[src/rtl/ras_link_stack.sv]
// ras_link_stack: return-address stack stored as linked nodes in an internal BRAM, client of a free-address allocator
// Ports: clk, rst_n (async active-low); push/push_data, pop (call/return requests); ready (request accepted);
//   pop_data (top-of-stack, zero-latency); empty, full, count (occupancy);
//   alloc, alloc_addr, de_alloc, last_alloc_addr, alloc_reset, alloc_reset_addr (allocator handshake);
//   err (sticky illegal-request flag, present only when RAS_LINK_STACK_ERR_EN is defined).
module ras_link_stack #(
  parameter int ADDR  = 4,
  parameter int DEPTH = 16,
  parameter int WIDTH = 32
) (
  input  logic             clk,
  input  logic             rst_n,
  input  logic             push,
  input  logic [WIDTH-1:0] push_data,
  input  logic             pop,
  output logic             ready,
  output logic [WIDTH-1:0] pop_data,
  output logic             empty,
  output logic             full,
  output logic [ADDR:0]    count,
  output logic             alloc,
  output logic             de_alloc,
  output logic [ADDR-1:0]  last_alloc_addr,
  output logic             alloc_reset,
  output logic [ADDR-1:0]  alloc_reset_addr,
`ifdef RAS_LINK_STACK_ERR_EN
  output logic             err,
`endif
  input  logic [ADDR-1:0]  alloc_addr
);
  typedef enum logic [1:0] {INIT, IDLE, REFILL} state_t;
  state_t state, state_n;
  logic [WIDTH+ADDR-1:0] mem [DEPTH];
  logic [WIDTH+ADDR-1:0] rd_q, wr_data;
  logic [ADDR-1:0] top_ptr, top_next, wr_addr;
  logic [WIDTH-1:0] top_data;
  logic swap, wr_en;
  assign pop_data = top_data;
  assign empty = count == '0;
  assign full = count == (ADDR+1)'(DEPTH);
  assign last_alloc_addr = top_ptr;
  assign alloc_reset_addr = '0;
  always_ff @(posedge clk or negedge rst_n)
    if (!rst_n) state <= INIT;
    else state <= state_n;
  // INIT and REFILL each last a single cycle; only a pop that leaves entries behind needs a refill
  always_comb begin
    state_n = IDLE;
    ready = state == IDLE;
    // gated by rst_n so the pulse shows only in the first cycle after release, not while held in reset
    alloc_reset = state == INIT && rst_n;
    swap = ready && push && pop && !empty;
    alloc = ready && push && !full && !swap;
    de_alloc = ready && pop && !push && !empty;
    if (de_alloc && count != (ADDR+1)'(1)) state_n = REFILL;
  end
  // a swap rewrites the top node in place, keeping its link to the entry below
  assign wr_en = alloc || swap;
  assign wr_addr = swap ? top_ptr : alloc_addr;
  assign wr_data = {push_data, swap ? top_next : top_ptr};
  always_ff @(posedge clk) begin
    if (wr_en) mem[wr_addr] <= wr_data;
    rd_q <= (wr_en && wr_addr == top_next) ? wr_data : mem[top_next];
  end
  always_ff @(posedge clk or negedge rst_n)
    if (!rst_n) begin
      top_ptr <= '0;
      top_next <= '0;
      top_data <= '0;
      count <= '0;
    end else if (alloc) begin
      top_next <= top_ptr;
      top_ptr <= alloc_addr;
      top_data <= push_data;
      count <= count + 1'b1;
    end else if (de_alloc) begin
      top_ptr <= top_next;
      count <= count - 1'b1;
    end else if (swap) begin
      top_data <= push_data;
    end else if (state == REFILL) begin
      top_data <= rd_q[WIDTH+ADDR-1:ADDR];
      top_next <= rd_q[ADDR-1:0];
    end
`ifdef RAS_LINK_STACK_ERR_EN
  always_ff @(posedge clk or negedge rst_n)
    if (!rst_n) err <= 1'b0;
    else if (ready && ((push && !pop && full) || (pop && !push && empty))) err <= 1'b1;
`endif
endmodule

[config.mk]
export PLATFORM = sky130hd
export DESIGN_NAME = ras_link_stack
export DESIGN_NICKNAME = d
export VERILOG_FILES = /design/src/rtl/ras_link_stack.sv
export SDC_FILE = /design/constraint.sdc
export NUM_CORES = 1
export LEC_CHECK = 0
export CORE_MARGIN = 8
export CORE_UTILIZATION = 60
export CTS_BUF_LIST = sky130_fd_sc_hd__clkbuf_4 sky130_fd_sc_hd__clkbuf_8
export DETAILED_ROUTE_END_ITERATION = 10
export PLACE_DENSITY = 0.79
export SYNTH_ARGS = -nofsm -noshare
export SYNTH_HDL_FRONTEND = slang
export SYNTH_SLANG_ARGS = --single-unit
[constraint.sdc]
create_clock -name clk -period 5.52 [get_ports clk]
set_input_delay 0.552 -clock clk [delete_from_list [all_inputs] [get_ports clk]]
set_output_delay 0.552 -clock clk [all_outputs]
set_load 0.02 [all_outputs]
## Yosys cells after proc, flatten, opt, wreduce, memory -nomap -nowiden

Memory sizes are Yosys's and may differ from the RTL's. A register that Yosys moved wholly into a read port is not among the register bits.
Cells that the tools add are included.

- RAM bits: 576
- Input bits: 40
- Register bits: 47
- Output and inout bits: 51
- Word-level logic and storage cells: 53
- Memories kept: 1

Memories:

| name | depth | width | rd ports | clocked after Yosys merged registers in | wr ports | line | source |
|---|---|---|---|---|---|---|---|
| mem | 16 | 36 | 1 | 1 | 1 | 33 | `logic [WIDTH+ADDR-1:0] mem [DEPTH];` |

- Equal/unequal tests: 6
- Muxes and demuxes: 17
- Reduce and logical (&&, ||, !) cells: 22
- $add $sub $neg: 2

Operators with widths:

| cell | number |
|---|---|
| $mux W32 | 4 |
| $mux W4 | 8 |
| $logic_and A1 B1 Y1 | 10 |
| $mux W5 | 2 |
| $add A5 B1 Y5 const B | 1 |
| $eq A5 B5 Y1 const B | 1 |
| $logic_not A5 Y1 | 1 |
| $ne A5 B1 Y1 const B | 1 |
| $sub A5 B1 Y5 const B | 1 |
| $logic_not A1 Y1 | 4 |
| $ne A2 B2 Y1 const B | 2 |
| $reduce_bool A2 Y1 | 2 |
| $reduce_and A3 Y1 | 1 |
| $reduce_bool A3 Y1 | 1 |
| $eq A2 B1 Y1 const B | 1 |
| $eq A2 B2 Y1 const B | 1 |
| $logic_not A2 Y1 | 1 |
| $mux W1 | 2 |
| $mux W2 | 1 |
| $reduce_and A2 Y1 | 1 |
| $logic_or A1 B1 Y1 | 1 |

## Depth between registers and ports, before layout

Gate-level depths: netlist of run 1.

- Depth in word-level cells: 9
- Gate-level depth with buffers: 9
- Depth with buffers taken out: 7

## Worst setup path after synthesis of run 1

Ideal clock, no wire load.

- Kind: register to register
- From: register count[1]
- To: memory mem[15][0] in the netlist's numbering, enable pin
- Stages on the path, launching flop included: 7
- Clock period less this slack: 3.853 ns
- Arrival: 3.424 ns
- Path buffers: 0
- Slack: 1.667 ns
- Cells stage by stage: dfrtp_1 inv_1 ha_1 or4b_4 nand3_2 mux2_2 nor2_1

- Word-level cells in the longest chain between the ends: 8
- Elaborated cells between the ends (all ways): 12

Ends and longest elaborated chain:

| element | line | source |
|---|---|---|
| from (decl) | 20 | `output logic [ADDR:0] count,` |
| from (signal assigned) | 75 | `count <= count + 1'b1;` |
| from (signal assigned) | 78 | `count <= count - 1'b1;` |
| $logic_not A5 Y1 | 39 | `assign empty = count == '0;` |
| $logic_not A1 Y1 | 52 | `swap = ready && push && pop && !empty;` |
| $logic_and A1 B1 Y1 | 52 |  |
| $logic_not A1 Y1 | 53 | `alloc = ready && push && !full && !swap;` |
| $logic_and A1 B1 Y1 | 53 |  |
| $logic_or A1 B1 Y1 | 58 | `assign wr_en = alloc \|\| swap;` |
| $mux W1 | 62 | `if (wr_en) mem[wr_addr] <= wr_data;` |
| $mux W1 (not written as such) | 62 |  |
| to (decl) | 33 |  |

Parallel ways exist; a longest one is shown, timed or not.

## Final worst setup path of run 1

- From: register count[1]
- To: memory mem[3][29] in the netlist's numbering, enable pin

Same word-level chain as after synthesis.

==> impl_metrics.xml, run 1 <==
<?xml version="1.0" encoding="UTF-8"?>
<metrics>
  <group name="logic_synthesis">
    <metric name="syn_area" unit="mm2">0.0243</metric>
    <metric name="avgSynthCellArea" unit="um2">20.8</metric>
    <metric name="async_set_or_reset_register_ratio_after_synthesis" unit="%">7.50</metric>
    <metric name="synth_seq_cells" unit="">627</metric>
    <metric name="synth-main-ff-cell" unit="">sky130_fd_sc_hd__edfxtp_1</metric>
    <metric name="synthesis.yosys.warnings" unit="">0</metric>
    <metric name="synth_edf_count" unit="">576</metric>
    <metric name="post_synth_inst_count" unit="">1167</metric>
    <metric name="synthDistinctLibCells" unit="">52</metric>
    <metric name="ys_seq_area_share" unit="%">76.4</metric>
  </group>
  <group name="clock_tree">
    <metric name="clock-root-buffer" unit="">sky130_fd_sc_hd__clkbuf_8</metric>
    <metric name="cts_max_level" unit="">3</metric>
    <metric name="cts.clk_slew.worst_paths" unit="ns">0.06</metric>
    <metric name="postCtsResizedCells" unit="">0</metric>
    <metric name="hold_buffers" unit="">0</metric>
    <metric name="cts_buffers" unit="">94</metric>
    <metric name="clock_tree_from_tritoncts" unit="">built</metric>
    <metric name="cts.sink_count" unit="">627</metric>
    <metric name="cts-root-to-sink-buffers" unit="">3</metric>
    <metric name="clk_latency" unit="ns">0.67</metric>
    <metric name="post_cts_buffers" unit="">0</metric>
  </group>
  <group name="cells_and_area">
    <metric name="layout-drive-gt1-share" unit="%">26.5</metric>
    <metric name="syn_to_final_growth" unit="%">14.4</metric>
    <metric name="multi_input_gate_area" unit="mm2">0.00545</metric>
    <metric name="final_core_util" unit="%">69.8</metric>
    <metric name="postLayoutCellArea" unit="mm2">0.0278</metric>
    <metric name="final_cell_mix" unit="">576 x sky130_fd_sc_hd__edfxtp_1, 144 x sky130_fd_sc_hd__mux4_2, 99 x sky130_fd_sc_hd__clkbuf_8, 85 x sky130_fd_sc_hd__clkdlybuf4s50_1, 66 x sky130_fd_sc_hd__a211oi_1</metric>
    <metric name="layout.nets" unit="">1359</metric>
    <metric name="fill_cells" unit="">2396</metric>
    <metric name="layout_commonest_cell" unit="">sky130_fd_sc_hd__edfxtp_1</metric>
    <metric name="final-seq-area" unit="mm2">0.0186</metric>
    <metric name="diodes" unit="">0</metric>
  </group>
  <group name="drt">
    <metric name="dr_total_vias" unit="">12400</metric>
    <metric name="drt_first_iter_violations" unit="">1308</metric>
    <metric name="viasPerCell" unit="">6.47</metric>
    <metric name="drt_drc" unit="">0</metric>
    <metric name="count_of_nets_left_with_antenna_violations_after_detail_routing" unit="">0</metric>
    <metric name="first_pass_iters" unit="">5</metric>
    <metric name="drt-total-wl" unit="mm">53.0</metric>
    <metric name="drt-wirelength-per-cell" unit="um">27.6</metric>
  </group>
  <group name="outcome">
    <metric name="outcome" unit="">finished, final reports clean</metric>
  </group>
  <group name="global_routing">
    <metric name="grt_antenna_before_repair" unit="">1</metric>
    <metric name="gr-total-overflow" unit="">0</metric>
    <metric name="grt_pass1_vias" unit="">12900</metric>
    <metric name="grt_util_all_layers" unit="%">22.7</metric>
    <metric name="grt_first_pass_wirelength" unit="mm">79.9</metric>
    <metric name="grt_max_degree" unit="">68</metric>
  </group>
  <group name="setup_path">
    <metric name="ff2ff_setup_slack" unit="ns">1.79</metric>
    <metric name="critical_path_arrival" unit="ns">4.04</metric>
    <metric name="start_kind" unit="">flip-flop</metric>
    <metric name="critical_path_class" unit="">flip-flop to flip-flop</metric>
    <metric name="r2r-start" unit="">count[1]$_DFFE_PN0P_</metric>
    <metric name="setup.worst_path.start" unit="">count[1]$_DFFE_PN0P_</metric>
    <metric name="maximum_fanout_along_the_worst_path" unit="">19</metric>
    <metric name="end_point_of_the_critical_path" unit="">mem[3][29]$_DFFE_PP_</metric>
    <metric name="r2r_end" unit="">mem[3][29]$_DFFE_PP_</metric>
    <metric name="worst_setup_path_end_kind" unit="">flip-flop</metric>
    <metric name="worst_r2r_path_depth" unit="">7</metric>
    <metric name="timing.critical_path.required" unit="ns">5.83</metric>
  </group>
  <group name="sta">
    <metric name="final_report_hold_violation_count" unit="">0</metric>
    <metric name="timing.max_slew.rel_slack" unit="%">23.0</metric>
    <metric name="period_needed" unit="ns">3.73</metric>
    <metric name="final_worst_setup_slack" unit="ns">1.79</metric>
    <metric name="clock-skew-final" unit="ns">0.0366</metric>
    <metric name="setup_total_negative_slack" unit="ns">0</metric>
    <metric name="setup_violations" unit="">0</metric>
    <metric name="post-route-period-util" unit="%">67.5</metric>
    <metric name="setup_repair_after_global_routing_missed_its_margin" unit="">no</metric>
    <metric name="fmax" unit="MHz">268</metric>
    <metric name="timing.final.max_slew_violations" unit="">0</metric>
    <metric name="worst-slew-pin-transition" unit="ns">1.15</metric>
  </group>
  <group name="place">
    <metric name="gp_congestion" unit="">0.792</metric>
    <metric name="dpl_cell_area" unit="mm2">0.0258</metric>
    <metric name="detailedPlacementHpwl" unit="mm">30.5</metric>
    <metric name="portBuffers" unit="">86</metric>
    <metric name="post-place-ws" unit="ns">1.70</metric>
  </group>
  <group name="floorplan">
    <metric name="die_w" unit="um">217</metric>
    <metric name="die_area" unit="mm2">0.0472</metric>
    <metric name="floorplan.initialDensity" unit="%">61.0</metric>
    <metric name="floorplan.die.height" unit="um">217</metric>
    <metric name="design.portCount" unit="">91</metric>
    <metric name="fp-row-count" unit="">73</metric>
    <metric name="placeableCoreArea" unit="mm2">0.0398</metric>
  </group>
  <group name="power">
    <metric name="p_leak" unit="nW">8.85</metric>
    <metric name="total_power_consumption" unit="mW">12.6</metric>
    <metric name="vdd_ir_drop_max" unit="mV">0.291</metric>
    <metric name="cellPowerDensity" unit="mW/mm2">455</metric>
  </group>
  <group name="worst_hold_path">
    <metric name="hp-class" unit="">primary input to asynchronous set/reset pin</metric>
  </group>
  <group name="run">
    <metric name="maxCapViolations" unit="">0</metric>
  </group>
</metrics>
## logic make-up (layout without fill, tap and decap cells)
logic type | Yosys count | in the layout | share of synthesized area, %
flops | 627 | 627 | 76.4
compound gates | 161 | 161 | 4.56
mux | 157 | 157 | 13.9
simple gates | 133 | 133 | 2.97
buf+inv | 80 | 304 | 1.77
fa+ha+maj | 4 | 4 | 0.206
xor+xnor | 4 | 4 | 0.144
other cells | 1 | 4 | 0.0154
## synthesized netlist by cell type (2+ instances only)
library cell	instances	area (um2)
sky130_fd_sc_hd__buf_2	24	120
sky130_fd_sc_hd__mux2_2	5	56.3
sky130_fd_sc_hd__o22ai_1	32	200
sky130_fd_sc_hd__clkbuf_1	25	93.8
sky130_fd_sc_hd__xnor2_1	4	35.0
sky130_fd_sc_hd__o21ai_0	36	180
sky130_fd_sc_hd__clkinv_4	2	17.5
sky130_fd_sc_hd__nor2_1	17	63.8
sky130_fd_sc_hd__ha_1	4	50.1
sky130_fd_sc_hd__nor3b_1	2	15.0
sky130_fd_sc_hd__nand3b_1	3	22.5
sky130_fd_sc_hd__a22o_1	2	17.5
sky130_fd_sc_hd__nand2_1	45	169
sky130_fd_sc_hd__edfxtp_1	576	17300
sky130_fd_sc_hd__a211oi_1	66	495
sky130_fd_sc_hd__a21oi_1	2	10.0
sky130_fd_sc_hd__inv_1	8	30.0
sky130_fd_sc_hd__buf_6	3	33.8
sky130_fd_sc_hd__a22oi_1	5	37.5
sky130_fd_sc_hd__nand2b_1	2	12.5
sky130_fd_sc_hd__nor3_1	4	20.0
sky130_fd_sc_hd__buf_4	18	135
sky130_fd_sc_hd__mux2i_1	8	80.1
sky130_fd_sc_hd__or3_1	6	37.5
sky130_fd_sc_hd__nand3_1	2	10.0
sky130_fd_sc_hd__a21o_1	3	22.5
sky130_fd_sc_hd__a32oi_1	2	17.5
sky130_fd_sc_hd__nor4_1	3	18.8
sky130_fd_sc_hd__dfxtp_1	4	80.1
sky130_fd_sc_hd__dfrtp_1	47	1180
sky130_fd_sc_hd__nor2b_1	39	244
sky130_fd_sc_hd__mux4_2	144	3240
sky130_fd_sc_hd__o2111ai_1	4	35.0
sky130_fd_sc_hd__a2111oi_0	2	17.5
## worst max-delay path, stage by stage, from the launching register on
cell and delay [ns]:
sky130_fd_sc_hd__dfrtp_1 0.44, sky130_fd_sc_hd__inv_1 0.16, sky130_fd_sc_hd__ha_1 0.20, sky130_fd_sc_hd__or3b_4 0.42, sky130_fd_sc_hd__a2111oi_0 0.42, sky130_fd_sc_hd__o21ai_0 0.44
sky130_fd_sc_hd__nor2_4 0.79, sky130_fd_sc_hd__buf_4 0.49
## state kept, by name, summed over array words and instances, names as in the netlist, named ones only
register,cells
state,2
last_alloc_addr,4
mem,576
pop_data,32
top_next,4
count,5
## routing by layer
layer | global-route usage [%] | vias up | part of all wire, %
li1 | - | 5179 | -
met4 | 8.12 | 0 | 2.5
met1 | 31.2 | 6402 | 39
met5 | 0 | - | 0
met3 | 5.46 | 98 | 11
met2 | 35.6 | 735 | 48
## where the power goes
part | leakage, nW | switching [mW] | total (mW) | internal (mW)
registers | 5.81 | 0.349 | 5.98 | 5.63
logic | 2.02 | 1.43 | 2.80 | 1.36
clock network | 1.02 | 1.75 | 3.87 | 2.12
## final cells by class
cell class                      instances  share of cell area [%]
Clock buffer                          131                    5.77
Timing Repair Buffer                  119                    4.02
Clock inverter                         44                    1.27
Tap cell                              525                    2.36
Multi-Input combinational cell        463                    19.6
Inverter                               10                   0.171
Sequential cell                       627                    66.8
## how the worst min path moves through the flow
stage | start | end | slack, ns | cells after the start
after detailed placement | top_next[3]$_DFFE_PN0P_ | flip-flop | 0.42 | 0
after global routing | rst_n | count[2]$_DFFE_PN0P_ | 0.09 | 2
after global placement | top_next[3]$_DFFE_PN0P_ | flip-flop | 0.42 | 0
after CTS | rst_n | count[2]$_DFFE_PN0P_ | 0.05 | 2
final | rst_n | top_next[3]$_DFFE_PN0P_ | 0.06 | 2
after floorplan | rst_n | count[0]$_DFFE_PN0P_ | 0.26 | 0
## per-stage QoR
stage / hold slack, ns / std cells
global placement: 0.420 / 1744
CTS: 0.0508 / 1919
floorplan: 0.256 / 1170
global route: 0.0892 / 1919
detailed placement: 0.416 / 1744
finish: 0.0639 / 1919
Note: power is estimated with default switching activity, not from simulation.
==> run 2: changes to the inputs <==
Clock period 5.52 ns to 3.6 ns, I/O delays scaled along.
==> run 2 against run 1 <==
- clock skew hardly changed
- critical endpoint is now alloc
- sequential share of layout area is 0.84 points lower
- utilization is 0.89 points higher
- sequential cell count stayed put
- routed wire length is 1.8% higher
- largest cell class unchanged
- critical path type is now flip-flop to output port
- combinational power is 56% higher
- register-to-register slack worse by 1.4 ns
- worst setup slack worse by 1.5 ns
- first-iteration DRC count is 16% higher
==> impl_metrics.xml, run 2 (synthesis results as in run 1) <==
<?xml version="1.0" encoding="UTF-8"?>
<metrics>
  <group name="cells_and_area">
    <metric name="layout-drive-gt1-share" unit="%">28.0</metric>
    <metric name="max_flop_register" unit="">mem</metric>
    <metric name="largest_register_ff_count" unit="">576</metric>
    <metric name="syn_to_final_growth" unit="%">15.9</metric>
    <metric name="layout_commonest_cell" unit="">sky130_fd_sc_hd__edfxtp_1</metric>
    <metric name="fill_cells" unit="">2363</metric>
    <metric name="postLayoutCellArea" unit="mm2">0.0281</metric>
    <metric name="final_cell_mix" unit="">576 x sky130_fd_sc_hd__edfxtp_1, 144 x sky130_fd_sc_hd__mux4_2, 101 x sky130_fd_sc_hd__clkbuf_8, 85 x sky130_fd_sc_hd__clkdlybuf4s50_1, 66 x sky130_fd_sc_hd__a211oi_1</metric>
    <metric name="layout.nets" unit="">1381</metric>
  </group>
  <group name="clock_tree">
    <metric name="cts-root-to-sink-buffers" unit="">3</metric>
    <metric name="postCtsResizedCells" unit="">0</metric>
    <metric name="hold_buffers" unit="">1</metric>
    <metric name="clk_latency" unit="ns">0.65</metric>
    <metric name="cts.clk_slew.worst_paths" unit="ns">0.06</metric>
    <metric name="cts.sink_count" unit="">627</metric>
    <metric name="post_cts_buffers" unit="">0</metric>
    <metric name="clock_tree_from_tritoncts" unit="">built</metric>
    <metric name="cts_max_level" unit="">3</metric>
    <metric name="cts_buffers" unit="">94</metric>
    <metric name="clock-root-buffer" unit="">sky130_fd_sc_hd__clkbuf_8</metric>
  </group>
  <group name="floorplan">
    <metric name="die_w" unit="um">217</metric>
    <metric name="placeableCoreArea" unit="mm2">0.0398</metric>
    <metric name="die_area" unit="mm2">0.0472</metric>
    <metric name="fp-row-count" unit="">73</metric>
    <metric name="floorplan.initialDensity" unit="%">61.0</metric>
    <metric name="floorplan.die.height" unit="um">217</metric>
    <metric name="design.portCount" unit="">91</metric>
  </group>
  <group name="worst_hold_path">
    <metric name="hp-class" unit="">flip-flop to flip-flop</metric>
    <metric name="hold_depth" unit="">0</metric>
  </group>
  <group name="global_routing">
    <metric name="grt_util_all_layers" unit="%">23.1</metric>
    <metric name="grt_antenna_before_repair" unit="">0</metric>
    <metric name="gr-total-overflow" unit="">0</metric>
    <metric name="grt_max_degree" unit="">48</metric>
    <metric name="grt_first_pass_wirelength" unit="mm">81.8</metric>
    <metric name="grt_pass1_vias" unit="">13100</metric>
  </group>
  <group name="setup_path">
    <metric name="r2r_end" unit="">mem[7][13]$_DFFE_PP_</metric>
    <metric name="setup.worst_path.start" unit="">count[1]$_DFFE_PN0P_</metric>
    <metric name="end_point_of_the_critical_path" unit="">alloc</metric>
    <metric name="timing.critical_path.required" unit="ns">3.24</metric>
    <metric name="start_kind" unit="">flip-flop</metric>
    <metric name="worst_r2r_path_depth" unit="">8</metric>
    <metric name="critical_path_arrival" unit="ns">2.98</metric>
    <metric name="critical_path_class" unit="">flip-flop to output port</metric>
    <metric name="worst_setup_path_end_kind" unit="">output port</metric>
    <metric name="maximum_fanout_along_the_worst_path" unit="">19</metric>
    <metric name="ff2ff_setup_slack" unit="ns">0.38</metric>
    <metric name="r2r-start" unit="">count[1]$_DFFE_PN0P_</metric>
  </group>
  <group name="sta">
    <metric name="final_report_hold_violation_count" unit="">0</metric>
    <metric name="worst-slew-pin-transition" unit="ns">1.09</metric>
    <metric name="fmax" unit="MHz">299</metric>
    <metric name="timing.final.max_slew_violations" unit="">0</metric>
    <metric name="timing.max_slew.rel_slack" unit="%">26.9</metric>
    <metric name="post-route-period-util" unit="%">92.9</metric>
    <metric name="setup_repair_after_global_routing_missed_its_margin" unit="">no</metric>
    <metric name="final_worst_setup_slack" unit="ns">0.256</metric>
    <metric name="period_needed" unit="ns">3.34</metric>
    <metric name="setup_violations" unit="">0</metric>
    <metric name="clock-skew-final" unit="ns">0.0371</metric>
  </group>
  <group name="power">
    <metric name="cellInternalPower" unit="mW">14.1</metric>
    <metric name="total_switching_power" unit="mW">5.41</metric>
    <metric name="power_share_of_the_sequential_group" unit="%">47.3</metric>
    <metric name="vdd_ir_drop_max" unit="mV">0.386</metric>
    <metric name="cellPowerDensity" unit="mW/mm2">694</metric>
    <metric name="comb_power_share" unit="%">22.3</metric>
    <metric name="p_leak" unit="nW">9.02</metric>
    <metric name="clockPowerShare" unit="%">30.4</metric>
    <metric name="power.share.switching" unit="%">27.7</metric>
  </group>
  <group name="place">
    <metric name="detailedPlacementHpwl" unit="mm">31.2</metric>
    <metric name="gp_congestion" unit="">0.815</metric>
    <metric name="dpl_cell_area" unit="mm2">0.0262</metric>
    <metric name="portBuffers" unit="">86</metric>
    <metric name="post-place-ws" unit="ns">0.407</metric>
  </group>
  <group name="drt">
    <metric name="drt-total-wl" unit="mm">54.0</metric>
    <metric name="first_pass_iters" unit="">5</metric>
    <metric name="viasPerCell" unit="">6.50</metric>
    <metric name="drt-wirelength-per-cell" unit="um">27.8</metric>
    <metric name="drt_first_iter_violations" unit="">1521</metric>
    <metric name="dr_total_vias" unit="">12600</metric>
    <metric name="count_of_nets_left_with_antenna_violations_after_detail_routing" unit="">0</metric>
    <metric name="drt_drc" unit="">0</metric>
  </group>
  <group name="run">
    <metric name="maxCapViolations" unit="">0</metric>
  </group>
  <group name="outcome">
    <metric name="outcome" unit="">finished, final reports clean</metric>
  </group>
</metrics>
run 2: changes by cell type in the layout (fill, tap and decap cells not counted), sizes merged:
cell,previous run,this run
dlygate4sd3,0,1
bufinv,5,4
buf,34,55
inv,10,8
clkinvlp,5,4
clkinv,34,30
diode,0,1
clkbuf,131,141
run 2: worst min path at each step:
stage | slack [ns] | endpoint | startpoint
detailed placement | 0.41 | flip-flop | top_next[2]$_DFFE_PN0P_
global route | 0.43 | flip-flop | top_next[2]$_DFFE_PN0P_
CTS | 0.41 | flip-flop | top_next[2]$_DFFE_PN0P_
finish | 0.41 | flip-flop | top_next[2]$_DFFE_PN0P_
floorplan | 0.06 | count[0]$_DFFE_PN0P_ | rst_n
global placement | 0.40 | flip-flop | top_next[2]$_DFFE_PN0P_
run 2: critical path, stage by stage, from the launching register on:
cell and delay [ns]:
sky130_fd_sc_hd__dfrtp_1 0.43, sky130_fd_sc_hd__inv_1 0.15, sky130_fd_sc_hd__ha_1 0.19, sky130_fd_sc_hd__or3b_4 0.42
sky130_fd_sc_hd__a211o_4 0.38, sky130_fd_sc_hd__clkinv_4 0.13, sky130_fd_sc_hd__clkdlybuf4s50_1 0.63
run 2: metal layers:
| metal | vias to the layer above | track usage (%) | part of all wire [%] |
|---|---|---|---|
| li1 | 5232 | - | - |
| met1 | 6541 | 33.1 | 39 |
| met2 | 789 | 35.9 | 48 |
| met3 | 81 | 5.02 | 11 |
| met4 | 0 | 7.24 | 2.1 |
| met5 | - | 0 | 0 |
run 2: area by class of cell:
cell class                 count  area (um2)  share of cell area, %
timing repair buffer         141        1460                   5.18
sequential                   627       18600                   66.0
clock buffer                 141        1690                   6.01
multi-input combinational    463        5450                   19.4
inverter                      10        47.5                  0.169
tap                          525         657                   2.33
antenna                        1        2.50                0.00889
clock inverter                36         272                  0.965
run 2: power groups by stage:
stage                     sequential, mW  combinational, mW  clock (mW)
after floorplan                     9.23               2.94           0
after global placement              9.36               4.31           0
after detailed placement            9.38               4.39           0
after CTS                           9.24               4.41        6.01
after global routing                9.30               4.65        6.34
final                               9.23               4.36        5.93
run 2: through the flow:
stage	cells	total power [mW]	util [%]	hold WS (ns)	TNS (ns)
2_1_floorplan	1170	12.2	-	0.0644	-87.51
3_3_place_gp	1765	13.7	65.7	0.402	0
3_5_place_dp	1765	13.8	65.7	0.412	0
4_1_cts	1943	19.7	70.7	0.408	0
5_1_grt	1943	20.3	70.7	0.435	0
6_report	1944	19.5	70.7	0.414	0
==> run 3: changes to the inputs <==
Settings changed: CORE_UTILIZATION 60 to 57, PLACE_DENSITY 0.79 to 0.78.
Clock period 3.6 ns to 3.04 ns, I/O delays scaled along.
==> run 3 against run 2 <==
- utilization decreased by 2.9 points
- clock power is 23% higher
- die area increased by 4.9%
- design area is 1.2% higher
- register-to-register slack got worse by 0.14 ns
- cell count grew 1.4%
- routed wire length rose by 5.3%
- worst setup slack worse by 0.084 ns
- first-iteration DRC count is 13% higher
- count of clock-buffer cells in the layout grew 1
- sequential power grew 17%
- critical path depth up 1
- largest cell class unchanged
- largest power group unchanged
- highest routed layer unchanged
==> impl_metrics.xml, run 3 (synthesis results as in run 1) <==
<?xml version="1.0" encoding="UTF-8"?>
<metrics>
  <group name="place">
    <metric name="portBuffers" unit="">86</metric>
    <metric name="detailedPlacementHpwl" unit="mm">34.7</metric>
    <metric name="gp_congestion" unit="">0.811</metric>
  </group>
  <group name="drt">
    <metric name="viasPerCell" unit="">6.46</metric>
    <metric name="count_of_nets_left_with_antenna_violations_after_detail_routing" unit="">0</metric>
    <metric name="drt-wirelength-per-cell" unit="um">28.9</metric>
    <metric name="drt-total-wl" unit="mm">56.9</metric>
    <metric name="first_pass_iters" unit="">6</metric>
    <metric name="dr_total_vias" unit="">12700</metric>
    <metric name="drt_drc" unit="">0</metric>
    <metric name="drt_first_iter_violations" unit="">1712</metric>
  </group>
  <group name="clock_tree">
    <metric name="cts_max_level" unit="">3</metric>
    <metric name="post_cts_buffers" unit="">0</metric>
    <metric name="cts.clk_slew.worst_paths" unit="ns">0.06</metric>
    <metric name="cts-root-to-sink-buffers" unit="">3</metric>
    <metric name="clk_latency" unit="ns">0.65</metric>
    <metric name="clock_tree_from_tritoncts" unit="">built</metric>
    <metric name="cts.sink_count" unit="">627</metric>
    <metric name="cts_buffers" unit="">95</metric>
    <metric name="clock-root-buffer" unit="">sky130_fd_sc_hd__clkbuf_8</metric>
  </group>
  <group name="setup_path">
    <metric name="setup.worst_path.start" unit="">count[1]$_DFFE_PN0P_</metric>
    <metric name="r2r-start" unit="">count[1]$_DFFE_PN0P_</metric>
    <metric name="maximum_fanout_along_the_worst_path" unit="">17</metric>
    <metric name="worst_r2r_path_depth" unit="">7</metric>
    <metric name="critical_path_class" unit="">flip-flop to output port</metric>
    <metric name="start_kind" unit="">flip-flop</metric>
    <metric name="ff2ff_setup_slack" unit="ns">0.24</metric>
    <metric name="r2r_end" unit="">mem[15][11]$_DFFE_PP_</metric>
    <metric name="end_point_of_the_critical_path" unit="">alloc</metric>
    <metric name="worst_setup_path_end_kind" unit="">output port</metric>
    <metric name="critical_path_arrival" unit="ns">2.56</metric>
    <metric name="slowest_stage_cell_crit_path" unit="">sky130_fd_sc_hd__dfrtp_2</metric>
    <metric name="cp_cell_sequence" unit="">inv_2 &gt; ha_2 &gt; or3b_4 &gt; a211o_4 &gt; clkinv_4 &gt; buf_6 &gt; buf_4</metric>
    <metric name="critical_path.max_stage_delay" unit="ns">0.45</metric>
    <metric name="timing.critical_path.required" unit="ns">2.74</metric>
  </group>
  <group name="cells_and_area">
    <metric name="syn_to_final_growth" unit="%">17.3</metric>
    <metric name="final_core_util" unit="%">67.8</metric>
    <metric name="layout_commonest_cell" unit="">sky130_fd_sc_hd__edfxtp_1</metric>
    <metric name="final_cell_mix" unit="">576 x sky130_fd_sc_hd__edfxtp_1, 144 x sky130_fd_sc_hd__mux4_2, 111 x sky130_fd_sc_hd__clkbuf_8, 81 x sky130_fd_sc_hd__clkdlybuf4s50_1, 66 x sky130_fd_sc_hd__a211oi_1</metric>
    <metric name="fill_cells" unit="">2524</metric>
    <metric name="max_flop_register" unit="">mem</metric>
    <metric name="largest_register_ff_count" unit="">576</metric>
    <metric name="layout-drive-gt1-share" unit="%">29.9</metric>
    <metric name="layout.nets" unit="">1396</metric>
    <metric name="diodes" unit="">0</metric>
  </group>
  <group name="global_routing">
    <metric name="grt_max_degree" unit="">48</metric>
    <metric name="grt_antenna_before_repair" unit="">0</metric>
    <metric name="grt_busiest_layer" unit="">met2</metric>
    <metric name="gr-total-overflow" unit="">0</metric>
    <metric name="grt_first_pass_wirelength" unit="mm">84.8</metric>
    <metric name="grt_pass1_vias" unit="">13200</metric>
    <metric name="global_route.usage.met2" unit="%">36.5</metric>
    <metric name="groute.layer.met1.usage" unit="%">31.4</metric>
    <metric name="grt_util_all_layers" unit="%">23.0</metric>
    <metric name="groute.layer.met3.usage" unit="%">5.85</metric>
  </group>
  <group name="floorplan">
    <metric name="fp-row-count" unit="">75</metric>
    <metric name="floorplan.initialDensity" unit="%">57.8</metric>
    <metric name="die_w" unit="um">222</metric>
    <metric name="placeableCoreArea" unit="mm2">0.0420</metric>
    <metric name="die_area" unit="mm2">0.0495</metric>
    <metric name="floorplan.die.height" unit="um">222</metric>
    <metric name="design.portCount" unit="">91</metric>
  </group>
  <group name="sta">
    <metric name="timing.final.max_slew_violations" unit="">0</metric>
    <metric name="worst-slew-pin-transition" unit="ns">0.938</metric>
    <metric name="fmax" unit="MHz">349</metric>
    <metric name="period_needed" unit="ns">2.87</metric>
    <metric name="setup_repair_after_global_routing_missed_its_margin" unit="">no</metric>
    <metric name="setup_violations" unit="">0</metric>
    <metric name="timing.max_slew.rel_slack" unit="%">37.5</metric>
    <metric name="setup_total_negative_slack" unit="ns">0</metric>
    <metric name="post-route-period-util" unit="%">94.3</metric>
    <metric name="clock-skew-final" unit="ns">0.0253</metric>
    <metric name="final_report_hold_violation_count" unit="">0</metric>
  </group>
  <group name="power">
    <metric name="cellPowerDensity" unit="mW/mm2">833</metric>
    <metric name="vdd_ir_drop_max" unit="mV">0.370</metric>
    <metric name="p_leak" unit="nW">9.22</metric>
  </group>
  <group name="outcome">
    <metric name="outcome" unit="">finished, final reports clean</metric>
  </group>
  <group name="worst_hold_path">
    <metric name="hp-class" unit="">primary input to asynchronous set/reset pin</metric>
  </group>
  <group name="run">
    <metric name="maxCapViolations" unit="">0</metric>
  </group>
</metrics>
-- run 3: layout make-up --
| type | instances | area, um2 | area share, % |
|---|---|---|---|
| sequential | 627 | 18600 | 65.2 |
| multi-input combinational | 463 | 5490 | 19.3 |
| clock buffer | 142 | 1760 | 6.18 |
| timing repair buffer | 155 | 1620 | 5.70 |
| tap | 539 | 674 | 2.37 |
| clock inverter | 35 | 319 | 1.12 |
| inverter | 10 | 47.5 | 0.167 |
-- run 3: repair_timing --
action | in CTS | in global routing
endpoints found under the setup margin | 2 | 404
hold endpoints to repair | 47 | 0
gates resized for setup | 6 | 13
hold buffers | 1 | 0
-- run 3: power by group --
part           switching (mW)  leakage (nW)  internal, mW
logic                    2.88          2.31          2.71
registers               0.592          5.81          10.2
clock network            3.16          1.10          4.16
-- run 3: per-stage QoR --
step	hold slack [ns]	instances	worst slack, ns	power [mW]	cell area (um2)
final	0.384	1971	0.172	23.7	28500
after CTS	0.371	1971	0.00226	23.9	28400
after floorplan	0.00841	1170	-0.243	14.4	24400
after global routing	0.438	1971	0.0450	24.6	28500
after detailed placement	0.419	1793	0.0183	16.5	26300
after global placement	0.412	1793	0.129	16.4	26300
-- run 3: critical path: cells and delay by family (launching register included) --
kind	cells	cell delay [ns]
AOI/OAI and AO/OA	1	0.38
adders and majority gates	1	0.19
buffers and inverters	4	0.49
DFF	1	0.45
and+or+nand+nor	1	0.41
-- run 3: how the worst min path moves through the flow --
stage / from / depth (start not counted) / slack [ns] / to
floorplan: rst_n / 0 / 0.008 / count[0]$_DFFE_PN0P_
global placement: top_next[2]$_DFFE_PN0P_ / 0 / 0.41 / flip-flop
detailed placement: top_next[2]$_DFFE_PN0P_ / 0 / 0.42 / flip-flop
CTS: rst_n / 3 / 0.37 / count[4]$_DFFE_PN0P_
global route: alloc_addr[3] / 3 / 0.44 / last_alloc_addr[3]$_DFFE_PN0P_
finish: rst_n / 3 / 0.38 / count[4]$_DFFE_PN0P_
-- run 3: layer usage --
layer | part of all wire [%] | up-vias
li1 | - | 5255
met1 | 38 | 6598
met2 | 49 | 788
met3 | 11 | 99
met4 | 2.2 | 0
met5 | 0 | -
